[src/rtl/trig_dist_pkg.sv]
// Shared types and WR-time helpers for the trigger distribution receive path.
// WR time is a {tai, cycles} pair; cycles wraps at the reference clock frequency.
package trig_dist_pkg;

  typedef struct packed {
    logic [39:0] tai;
    logic [27:0] cycles;
  } t_wr_time;

  typedef enum logic [1:0] {IDLE, WAIT, PULSE} t_pgen_state;

  // Adds cyc (< freq) to t, carrying one second when the cycles field wraps.
  function automatic t_wr_time wr_time_add(t_wr_time t, int cyc, int freq);
    t_wr_time    r;
    logic [28:0] sum;
    sum = {1'b0, t.cycles} + 29'(cyc);
    if (sum >= 29'(freq)) begin
      r.cycles = 28'(sum - 29'(freq));
      r.tai    = t.tai + 40'd1;
    end else begin
      r.cycles = sum[27:0];
      r.tai    = t.tai;
    end
    return r;
  endfunction

  // Packed layout puts tai above cycles, so a plain compare orders WR times.
  function automatic logic wr_time_ge(t_wr_time a, t_wr_time b);
    return a >= b;
  endfunction

endpackage

[src/rtl/trig_ts_fifo.sv]
// Synchronous FIFO of WR timestamps with first-word-fall-through head,
// occupancy count and a synchronous flush.
module trig_ts_fifo
  import trig_dist_pkg::*;
#(
  parameter int g_depth = 8
) (
  input  logic                       clk_ref_i,
  input  logic                       rst_i,
  input  logic                       flush,
  input  logic                       push,
  input  t_wr_time                   din,
  input  logic                       pop,
  output t_wr_time                   head,
  output logic                       empty,
  output logic [$clog2(g_depth):0]   count
);

  localparam int AW = $clog2(g_depth);
  localparam int CW = AW + 1;
  localparam logic [CW-1:0] DEPTH_C = CW'(g_depth);

  t_wr_time        mem [g_depth];
  logic [AW-1:0]   wr_ptr_reg;
  logic [AW-1:0]   rd_ptr_reg;
  logic [CW-1:0]   count_reg;
  logic            do_push;
  logic            do_pop;

  assign do_pop  = pop && (count_reg != '0);
  assign do_push = push && (count_reg != DEPTH_C);

  always_ff @(posedge clk_ref_i) begin
    if (do_push) mem[wr_ptr_reg] <= din;
  end

  always_ff @(posedge clk_ref_i) begin
    if (rst_i || flush) begin
      wr_ptr_reg <= '0;
      rd_ptr_reg <= '0;
      count_reg  <= '0;
    end else begin
      if (do_push) wr_ptr_reg <= wr_ptr_reg + 1'b1;
      if (do_pop)  rd_ptr_reg <= rd_ptr_reg + 1'b1;
      case ({do_push, do_pop})
        2'b10:   count_reg <= count_reg + 1'b1;
        2'b01:   count_reg <= count_reg - 1'b1;
        default: ;
      endcase
    end
  end

  assign head  = mem[rd_ptr_reg];
  assign empty = (count_reg == '0);
  assign count = count_reg;

endmodule

[src/rtl/trig_delayed_pulse_gen.sv]
// Replays received WR triggers after a fixed latency: deadlines are queued and a
// fixed-width pulse is emitted when local WR time reaches each one.
module trig_delayed_pulse_gen
  import trig_dist_pkg::*;
#(
  parameter int g_clk_freq    = 125_000_000,
  parameter int g_latency_cyc = 2500,
  parameter int g_fifo_depth  = 8,
  parameter int g_pulse_width = 125
) (
  input  logic        clk_ref_i,
  input  logic        rst_i,
  input  logic        tm_time_valid_i,
  input  logic [39:0] tm_tai_i,
  input  logic [27:0] tm_cycles_i,
  input  logic        trig_valid_i,
  input  logic [39:0] trig_tai_i,
  input  logic [27:0] trig_cycles_i,
  output logic        trig_ready_o,
  output logic        pulse_o,
  output logic [15:0] cnt_missed_o,
  output logic [15:0] cnt_overflow_o
);

  localparam int CW   = $clog2(g_fifo_depth) + 1;
  localparam int PW_W = $clog2(g_pulse_width + 1);
  localparam logic [CW-1:0]   DEPTH_C = CW'(g_fifo_depth);
  localparam logic [PW_W-1:0] PW_LAST = PW_W'(g_pulse_width - 1);

  if (g_latency_cyc >= g_clk_freq || g_fifo_depth < 2 ||
      (g_fifo_depth & (g_fifo_depth - 1)) != 0 || g_pulse_width < 1) begin : g_param_check
    $error("trig_delayed_pulse_gen: illegal parameter combination");
  end

  t_wr_time        now_time;
  t_wr_time        trig_time;
  t_wr_time        add_time_reg;
  t_wr_time        dl_reg;
  t_wr_time        fifo_head;
  logic            add_valid_reg;
  logic            fifo_empty;
  logic [CW-1:0]   fifo_count;
  logic [CW-1:0]   occupancy;
  logic            accept;
  logic            drop_ovf;
  logic            push;
  logic            pop;
  logic            miss_evt;
  logic            dl_reached;
  logic            dl_late;
  logic [PW_W-1:0] width_cnt_reg;
  t_pgen_state     state_reg;
  t_pgen_state     state_next;
  logic [1:0]      cnt_inc;
  logic [1:0][15:0] cnt_all;

  assign now_time  = {tm_tai_i, tm_cycles_i};
  assign trig_time = {trig_tai_i, trig_cycles_i};

  // The in-flight adder entry reserves a slot so a push never meets a full queue.
  assign occupancy    = fifo_count + {{(CW-1){1'b0}}, add_valid_reg};
  assign trig_ready_o = (occupancy != DEPTH_C);
  assign accept       = tm_time_valid_i && trig_valid_i && trig_ready_o;
  assign drop_ovf     = tm_time_valid_i && trig_valid_i && !trig_ready_o;
  assign push         = tm_time_valid_i && add_valid_reg;

  always_ff @(posedge clk_ref_i) begin
    if (rst_i || !tm_time_valid_i) add_valid_reg <= 1'b0;
    else                           add_valid_reg <= accept;
  end

  always_ff @(posedge clk_ref_i) begin
    if (accept) add_time_reg <= wr_time_add(trig_time, g_latency_cyc, g_clk_freq);
  end

  trig_ts_fifo #(
    .g_depth (g_fifo_depth)
  ) u_fifo (
    .clk_ref_i (clk_ref_i),
    .rst_i     (rst_i),
    .flush     (!tm_time_valid_i),
    .push      (push),
    .din       (add_time_reg),
    .pop       (pop),
    .head      (fifo_head),
    .empty     (fifo_empty),
    .count     (fifo_count)
  );

  assign dl_reached = (now_time == dl_reg);
  assign dl_late    = !wr_time_ge(dl_reg, now_time);

  always_ff @(posedge clk_ref_i) begin
    if (rst_i) state_reg <= IDLE;
    else       state_reg <= state_next;
  end

  always_comb begin
    state_next = state_reg;
    if (!tm_time_valid_i) begin
      state_next = IDLE;
    end else begin
      case (state_reg)
        IDLE:    if (!fifo_empty) state_next = WAIT;
        WAIT:    if (dl_reached) state_next = PULSE;
                 else if (dl_late) state_next = IDLE;
        PULSE:   if (width_cnt_reg == PW_LAST) state_next = IDLE;
        default: state_next = IDLE;
      endcase
    end
  end

  always_comb begin
    pop      = tm_time_valid_i && (state_reg == IDLE) && !fifo_empty;
    miss_evt = tm_time_valid_i && (state_reg == WAIT) && !dl_reached && dl_late;
    pulse_o  = (state_reg == PULSE);
  end

  always_ff @(posedge clk_ref_i) begin
    if (pop) dl_reg <= fifo_head;
  end

  always_ff @(posedge clk_ref_i) begin
    if (rst_i || state_reg != PULSE) width_cnt_reg <= '0;
    else                             width_cnt_reg <= width_cnt_reg + 1'b1;
  end

  // Index 0 counts missed deadlines, index 1 counts overflow drops.
  assign cnt_inc = {drop_ovf, miss_evt};

  for (genvar gi = 0; gi < 2; gi++) begin : g_sat_cnt
    logic [15:0] cnt_reg;
    always_ff @(posedge clk_ref_i) begin
      if (rst_i)                                cnt_reg <= '0;
      else if (cnt_inc[gi] && cnt_reg != 16'hFFFF) cnt_reg <= cnt_reg + 16'd1;
    end
    assign cnt_all[gi] = cnt_reg;
  end

  assign cnt_missed_o   = cnt_all[0];
  assign cnt_overflow_o = cnt_all[1];

endmodule

[config.mk]
export PLATFORM = sky130hd
export DESIGN_NAME = trig_delayed_pulse_gen
export DESIGN_NICKNAME = d
export VERILOG_FILES = /design/src/rtl/trig_dist_pkg.sv /design/src/rtl/trig_ts_fifo.sv /design/src/rtl/trig_delayed_pulse_gen.sv
export SDC_FILE = /design/constraint.sdc
export NUM_CORES = 1
export LEC_CHECK = 0
export CORE_UTILIZATION = 40
export DETAILED_ROUTE_END_ITERATION = 7
export PLACE_DENSITY_LB_ADDON = 0.15
export SYNTH_ARGS = -nofsm -noshare
export SYNTH_HDL_FRONTEND = slang
export SYNTH_SLANG_ARGS = --single-unit
[constraint.sdc]
create_clock -name clk_ref_i -period 8.1 [get_ports clk_ref_i]
set_clock_uncertainty 0.15 [all_clocks]
set_input_delay 1.215 -clock clk_ref_i [delete_from_list [all_inputs] [get_ports clk_ref_i]]
set_output_delay 1.215 -clock clk_ref_i [all_outputs]
set_load 0.01 [all_outputs]
# Word-level counts from Yosys, hierarchy flattened

Memory sizes are Yosys's and may differ from the RTL's. A register that Yosys moved wholly into a read port is not among the register bits.
Cells that the tools add are included.

Register bits: 120
Memory bits (writable): 544
Input bits: 140
Output and inout port bits: 34
Logic and storage cells: 74
Memories: 1

Memory list:

| name       | words | bits a word | rd ports | clocked after Yosys merged registers in | write ports | line               | source |
|---|---|---|---|---|---|---|---|
| u_fifo.mem | 8     | 68          | 1        | 1                                       | 1           | trig_ts_fifo.sv:23 | `t_wr_time mem [g_depth];` |

$add $sub $neg: 11
Order comparisons: 2
Eq/ne operators: 14
Muxes and demuxes: 9
Bitwise operators: 1
Reduce and logical (&&, ||, !) cells: 26

Operators by type and width:

| operator               | count |
|---|---|
| $eq 68x68->1           | 1 |
| $ge 68x68->1           | 1 |
| $mux 68                | 1 |
| $add 40x1->40 const B  | 1 |
| $add 16x1->16 const B  | 2 |
| $ne 16x16->1 const B   | 2 |
| $add 28x12->29 const B | 1 |
| $ge 29x27->1 const B   | 1 |
| $sub 28x27->28 const B | 1 |
| $logic_and 1x1->1      | 13 |
| $mux 2                 | 4 |
| $ne 4x4->1 const B     | 2 |
| $pmux 4 s2             | 1 |
| $add 7x1->7 const B    | 1 |
| $eq 7x7->1 const B     | 1 |
| $add 3x1->3 const B    | 2 |
| $pmux 2 s3             | 1 |
| $logic_not 1->1        | 5 |
| $add 4x1->4            | 1 |
| $add 4x1->4 const B    | 1 |
| $eq 2x1->1 const B     | 2 |
| $eq 2x2->1 const B     | 2 |
| $logic_not 4->1        | 1 |
| $ne 2x2->1 const B     | 2 |
| other kinds (11)       | 13 |

# Logic depth before layout (Yosys ltp)

Gate-level depths: netlist of run 1.

Depth in word-level cells: 6
Depth in mapped cells: 16
Mapped depth without buffers: 13

# Cells and area by module

Synthesis of run 1 repeated with hierarchy kept, for this count alone.

Cells, all modules: 1855
Area total of the unflattened synthesis: 31530.2 um2

By module, submodules not included:

| module                 | times used | cells an instance | area each (um2) | seq. area each (um2) |
|---|---|---|---|---|
| trig_ts_fifo           | 1          | 861               | 21185.3         | 16595.9 |
| trig_delayed_pulse_gen | 1          | 994               | 10344.9         | 4924.7 |

# Worst setup path before layout of run 1

Ideal clock, no wire load.

Path kind: input -> register
Start: in tm_time_valid_i
End: mem u_fifo.mem[0][0] (netlist name), enable pin
Library setup time: 0.578 ns
Arrival: 6.338 ns
Data required time: 7.372 ns
Setup slack: 1.035 ns
Stages: 4
Buffers on the path: 0
Cells stage by stage: nand2_1 -> a21oi_1 -> nand2b_1 -> nor3_1

Word-level cells in the longest chain between the ends: 4

RTL lines:

| element                      | line                         | source |
|---|---|---|
| start, declared              | trig_delayed_pulse_gen.sv:13 | `input logic tm_time_valid_i,` |
| $logic_and 1x1->1            | trig_delayed_pulse_gen.sv:65 | `assign push = tm_time_valid_i && add_valid_reg;` |
| $logic_and 1x1->1            | trig_ts_fifo.sv:31           | `assign do_push = push && (count_reg != DEPTH_C);` |
| $mux 1                       | trig_ts_fifo.sv:34           | `if (do_push) mem[wr_ptr_reg] <= din;` |
| $mux 1 (implied by the code) | trig_ts_fifo.sv:34           |  |
| end, declared                | trig_ts_fifo.sv:23           |  |

No other way between the ends.

# Final worst setup path of run 1

Start: in trig_cycles_i[2]
End: reg add_time_reg[56] (netlist name) (data pin)

Word-level cells in the longest chain between the ends: 3

RTL lines:

| element              | line                         | source |
|---|---|---|
| start, declared      | trig_delayed_pulse_gen.sv:18 | `input logic [27:0] trig_cycles_i,` |
| $add 28x12->29       | trig_dist_pkg.sv:16          | `sum = {1'b0, t.cycles} + 29'(cyc);` |
| $ge 29x27->1         | trig_dist_pkg.sv:17          | `if (sum >= 29'(freq)) begin` |
| $mux 68              | trig_dist_pkg.sv:17          |  |
| end signal, assigned | trig_delayed_pulse_gen.sv:73 | `if (accept) add_time_reg <= wr_time_add(trig_time, g_latency_cyc, g_clk_freq);` |
| end, declared        | trig_delayed_pulse_gen.sv:37 | `t_wr_time add_time_reg;` |

No other way between the ends.
A chain may end at the register's enable or synchronous reset.

==> metrics.csv, run 1 <==
metric,value,unit
synth_top_family_by_area,multiplexers,
critPathKind,in2reg,
synth-simple-area-share,0.06280,
area_delta_synth_final,17.74,%
whs_endpoint,width_cnt_reg[0],
maxSlewHeadroom,0.2999,
async_flop_share,0,
core_area,0.07633,mm2
fin_tns_setup,0,ns
die_x,280.6,um
clockPowerShare,0.436,
r2r-end,cnt_missed_o[15],
drc_errors,0,
p_int,6321,uW
clk_pin_slew,0.06,ns
dieArea,0.07872,mm2
crit_fanout,27,
num_io_pins,174,
grt_pass1_wl,103900,um
drive_gt1_frac,0.1863,
cts_tree,yes,
worstPathRequired,8.30,ns
synth-warning-count,0,
cts-root-buf,clkbuf_16,
dpl.hpwl,42200,um
gp_congestion,0.8239,
grt_util_all_layers,0.1775,
initial_core_util,0.4067,
drv_cap,0,
die_h,280.6,um
status,finished clean,
synth.area.mux_share,0.1256,
netlist.area_leader.share,0.6579,
ys_types,67,
cpMaxStageDelayCell,clkdlybuf4s50_1,
cts-resized-gates,0,
leakage,0.01196,uW
ys_ff_latch,732,
ff2ff_path_depth,12,
port_buffers,173,
hold_viol,0,
synth_fa_ha_area_frac,0.03450,
crit_path_start_kind,input port,
crit_chain,"clkdlybuf4s50_1, ha_1, nand3_1, a211oi_2, a32oi_1, o31a_1, nor4_2, a2111oi_4, o21ai_4, nand2_4, nor4_2, xor2_1",
critPathMaxStageDelay,0.61,ns
netlist_top_cells_count,"680 x edfxtp_1, 136 x mux4_2, 90 x nor2_1",
critPathCaptureType,flip-flop,
yosysTopAreaCell,edfxtp_1,
drt_wl_total,69060,um
synthXorXnorAreaFrac,0.03265,
post_cts_buffers,0,
p_per_area,217.4,mW/mm2
hold-path-cell-count,1,
vdd_ir_drop_max,155.3,uV
grt_pass1_vias,17225,
synth_cells,1803,
ys_seq_area_frac,0.6914,
synth-compound-area-share,0.03374,
min_period,5.200,ns
drt_iter0_markers,1080,
num_rows,101,
tightest_slew,1.050,ns
cts_buffers,78,
fmax,192.3,MHz
synthFlopType,edfxtp_1,
cts_sinks,732,
min_period_over_period,0.6420,
clk_latency,0.61,ns
num-nets-final,2242,
postRouteAntennaNets,0,
synth_top_cells_by_area,"edfxtp_1 66%, mux4_2 9.9%, ha_1 3.4%, dfxtp_1 3.4%, mux2_2 2.5%",
antenna_found_initial,8,
synth_nets,2028,
dr.pass1.iters,7,
cts_max_level,3,
slew_viol_final,0,
dp_cells,2967,
cts_hold_buf,0,
synth.most_common_cell,edfxtp_1,
rrSetupSlack,4.27,ns
largest_reg_flops,544,
crit_top_cell,nor4_2,
swShare,0.2042,
seq_power_share,0.528,
overflow,0,
setup_violations,0,
grt_setup_unrepaired,false,
netlist_area,0.03104,mm2
timing.rr.start,dl_reg[17],
syn_avg_cell_area,17.22,um2
worstHoldPathType,reg2reg,
clk_path_buf_depth,3,
drt-vias-per-instance,5.274,
synth-edff-count,680,
comb_power_share,0.036,
crit_arrival,5.40,ns
netSwitchingPower,1622,uW
grt_max_degree,68,
instances_no_fill,3110,
wire_per_inst,22.21,um
vias,16401,
min_from,width_cnt_reg[0],
layout make-up:
type	count	area, um2
fillers	6516	39780
inverters	88	330.3
clock buffers	94	2054
flip-flops and latches	732	21470
multi-input cells	919	9059
diodes	3	7.507
clock inverters	46	414.1
repair buffers	198	1919
well taps	1030	1289
cells by family after synthesis:
kind of cell	Yosys count
compound gates	153
xor+xnor	114
fa+ha+maj	85
buf+inv	152
flops	732
mux	211
simple gates	356
through the flow:
step                power (uW)  hold WS [ns]  utilization  setup slack [ns]  instance area [um2]
floorplan                 4411        0.2800            -             1.035                31040
global placement          4558        0.2996       0.4463             2.499                34070
detailed placement        4568        0.3219       0.4463             2.279                34070
CTS                       8033        0.3352       0.4787             2.941                36540
global route              8196        0.3500       0.4788             2.650                36540
finish                    7943        0.3262       0.4788             2.900                36550
power groups by stage:
stage | clock network, uW | registers (uW) | logic (uW)
floorplan | 0 | 4260 | 151
global placement | 0 | 4270 | 286
detailed placement | 0 | 4280 | 290
CTS | 3540 | 4200 | 292
global route | 3680 | 4200 | 315
finish | 3460 | 4200 | 288
worst max path at each step:
stage,startpoint,to,slack (ns)
after CTS,trig_cycles_i[2],add_time_reg[56],2.94
after global routing,trig_cycles_i[2],add_time_reg[47],2.65
final,trig_cycles_i[2],add_time_reg[56],2.90
after floorplan,tm_time_valid_i,u_fifo.mem[0][0],1.03
after detailed placement,trig_cycles_i[2],add_time_reg[56],2.28
after global placement,trig_cycles_i[2],add_time_reg[52],2.50
layer usage:
metal / wire [um] / global-route usage / share of wire / vias to the layer above
li1: - / - / - / 7516
met1: 30330 / 0.2321 / 0.44 / 8435
met2: 34520 / 0.3048 / 0.50 / 338
met3: 2700 / 0.02698 / 0.039 / 106
met4: 1473 / 0.05366 / 0.021 / 6
met5: 34 / 0 / 0.00049 / -
worst max-delay path: cells and delay by family:
family / cells / cell delay (ns)
fa+ha+maj: 1 / 0.32
simple gates: 4 / 1.55
xor+xnor: 1 / 0.10
buf+inv: 1 / 0.61
compound gates: 5 / 1.57
placed cells by master (no fill, tap or decap), types with 36 or more instances in the layout:
master	count
nor2_1	84
nand4_1	44
nand2_1	69
edfxtp_1	680
ha_1	84
mux2_2	69
xor2_1	61
a21o_1	36
dfxtp_1	49
a21oi_1	41
clkdlybuf4s50_1	173
inv_1	88
mux4_2	136
clkbuf_16	80
xnor2_1	51
Power figures use the tool's default switching activity.
==> run 2: changes to the inputs <==
clock period = 4.95 ns   (was 8.1 ns; I/O delays follow)
==> metrics.csv, run 2 (synthesized netlist as in run 1, its figures left out) <==
metric,value,unit
cts-resized-gates,0,
cts-root-buf,clkbuf_16,
instances_no_fill,3125,
min_period_over_period,0.8588,
antenna_found_initial,2,
dp_cells,2987,
drt_iter0_markers,970,
path_buf_inv,2,
grt_setup_unrepaired,false,
crit_chain,"clkdlybuf4s50_1, ha_1, and3_1, xnor2_1, ha_1, nand2_1, nor4_1, o211ai_1, nor4_2, a2111oi_4, o21ai_4, buf_4, a21oi_1, nor3_1, xor2_1",
die_h,280.6,um
clk_pin_slew,0.06,ns
crit_fanout,25,
drive_gt1_frac,0.1945,
overflow,0,
register_area,0.02147,mm2
nFillCells,6481,
grt_pass1_wl,104100,um
min_period,4.251,ns
port_buffers,173,
setup_violations,0,
swShare,0.2042,
drt-vias-per-instance,5.215,
wire_per_inst,22.03,um
critPathCaptureType,flip-flop,
num_rows,101,
leakage,0.01208,uW
core_area,0.07633,mm2
critPathKind,in2reg,
dr.pass1.iters,5,
drc_errors,0,
route.met3.wl,2532,um
maxSlewHeadroom,0.3577,
clockPowerShare,0.436,
cts_tree,yes,
drv_cap,0,
crit_path_start_kind,input port,
status,finished clean,
vias,16296,
clk_path_buf_depth,3,
fin_tns_setup,0,ns
cp_top_family,simple AND/OR/NAND/NOR gates,
hold_viol,0,
netSwitchingPower,2661,uW
slew_viol_final,0,
dpl.hpwl,41970,um
crit_top_cell,ha_1,
largest_reg_flops,544,
vdd_ir_drop_max,237.1,uV
met1_length,29860,um
grt_util_all_layers,0.1772,
clk_latency,0.62,ns
worstHoldPathType,reg2reg,
grt_max_degree,71,
cpMaxStageDelayCell,clkdlybuf4s50_1,
gp_congestion,0.8235,
cts_hold_buf,0,
fmax,235.2,MHz
crit_arrival,4.44,ns
seq_power_share,0.527,
cts_buffers,77,
post_cts_buffers,0,
grt_pass1_vias,17132,
die_x,280.6,um
cts_sinks,732,
p_per_area,354.0,mW/mm2
dieArea,0.07872,mm2
area_delta_synth_final,18.55,%
initial_core_util,0.4067,
num-nets-final,2261,
cts_max_level,3,
worstPathRequired,5.14,ns
layout_commonest_cell,edfxtp_1,
multiInputGateArea,0.009059,mm2
met2_length,35080,um
tightest_slew,0.9635,ns
critPathMaxStageDelay,0.58,ns
postRouteAntennaNets,0,
final_cell_mix,"680 x edfxtp_1, 173 x clkdlybuf4s50_1, 136 x mux4_2",
num_io_pins,174,
drt_wl_total,68850,um
top_layer,met5,
p_int,10370,uW
comb_power_share,0.037,
[run 2: cell count changes in the layout (fill, tap and decap cells not counted), sizes merged]
cell | before | now
buf | 25 | 45
bufinv | 7 | 8
clkbuf | 94 | 91
clkinv | 37 | 33
clkinvlp | 0 | 1
diode | 3 | 2
inv | 90 | 91
[run 2: worst paths after layout]
kind                            slack (ns)              from  depth (start not counted)                to
worst max register to register        1.15         dl_reg[5]                         11  cnt_missed_o[15]
worst min register to register        0.31  width_cnt_reg[0]                          1  width_cnt_reg[0]
worst min-delay path                  0.31  width_cnt_reg[0]                          1  width_cnt_reg[0]
worst max-delay path                  0.70  trig_cycles_i[3]                         15  add_time_reg[12]
[run 2: cell type report]
type / count / share of cell area
flip-flops and latches: 732 / 0.5835
clock buffers: 91 / 0.05495
multi-input cells: 919 / 0.2462
repair buffers: 218 / 0.05930
inverters: 88 / 0.008977
clock inverters: 45 / 0.01190
diodes: 2 / 0.0001360
well taps: 1030 / 0.03502
[run 2: per-stage QoR]
step / area (um2) / hold WS (ns) / utilization / power, uW / setup slack [ns]
final: 36800 / 0.3130 / 0.4821 / 13030 / 0.6988
after detailed placement: 34330 / 0.3086 / 0.4498 / 7484 / 0.01284
after global routing: 36790 / 0.3368 / 0.4820 / 13430 / 0.3720
after CTS: 36790 / 0.3210 / 0.4820 / 13180 / 0.6601
after floorplan: 31050 / 0.2800 / - / 7217 / 0.02412
after global placement: 34330 / 0.2976 / 0.4498 / 7470 / 0.1071
[run 2: power groups by stage]
| stage | logic, uW | registers (uW) | clock network (uW) |
|---|---|---|---|
| floorplan | 247 | 6970 | 0 |
| global placement | 479 | 6990 | 0 |
| detailed placement | 486 | 7000 | 0 |
| CTS | 489 | 6870 | 5820 |
| global route | 528 | 6870 | 6030 |
| finish | 479 | 6860 | 5680 |
[run 2: layer usage]
layer	vias up	track usage
li1	7546	-
met5	-	0
met1	8369	0.2287
met3	93	0.02523
met2	286	0.3101
met4	2	0.05072
[run 2: worst reg2reg max path, stage by stage, from the launching register on]
cell	delay, ns
edfxtp_1	0.39
ha_1	0.31
a21o_1	0.19
a21o_1	0.17
a21oi_1	0.16
o21ai_0	0.18
a21o_1	0.30
a221o_1	0.47
a31oi_1	0.48
nand4_1	0.31
nor3_1	0.24
mux2_2	0.35
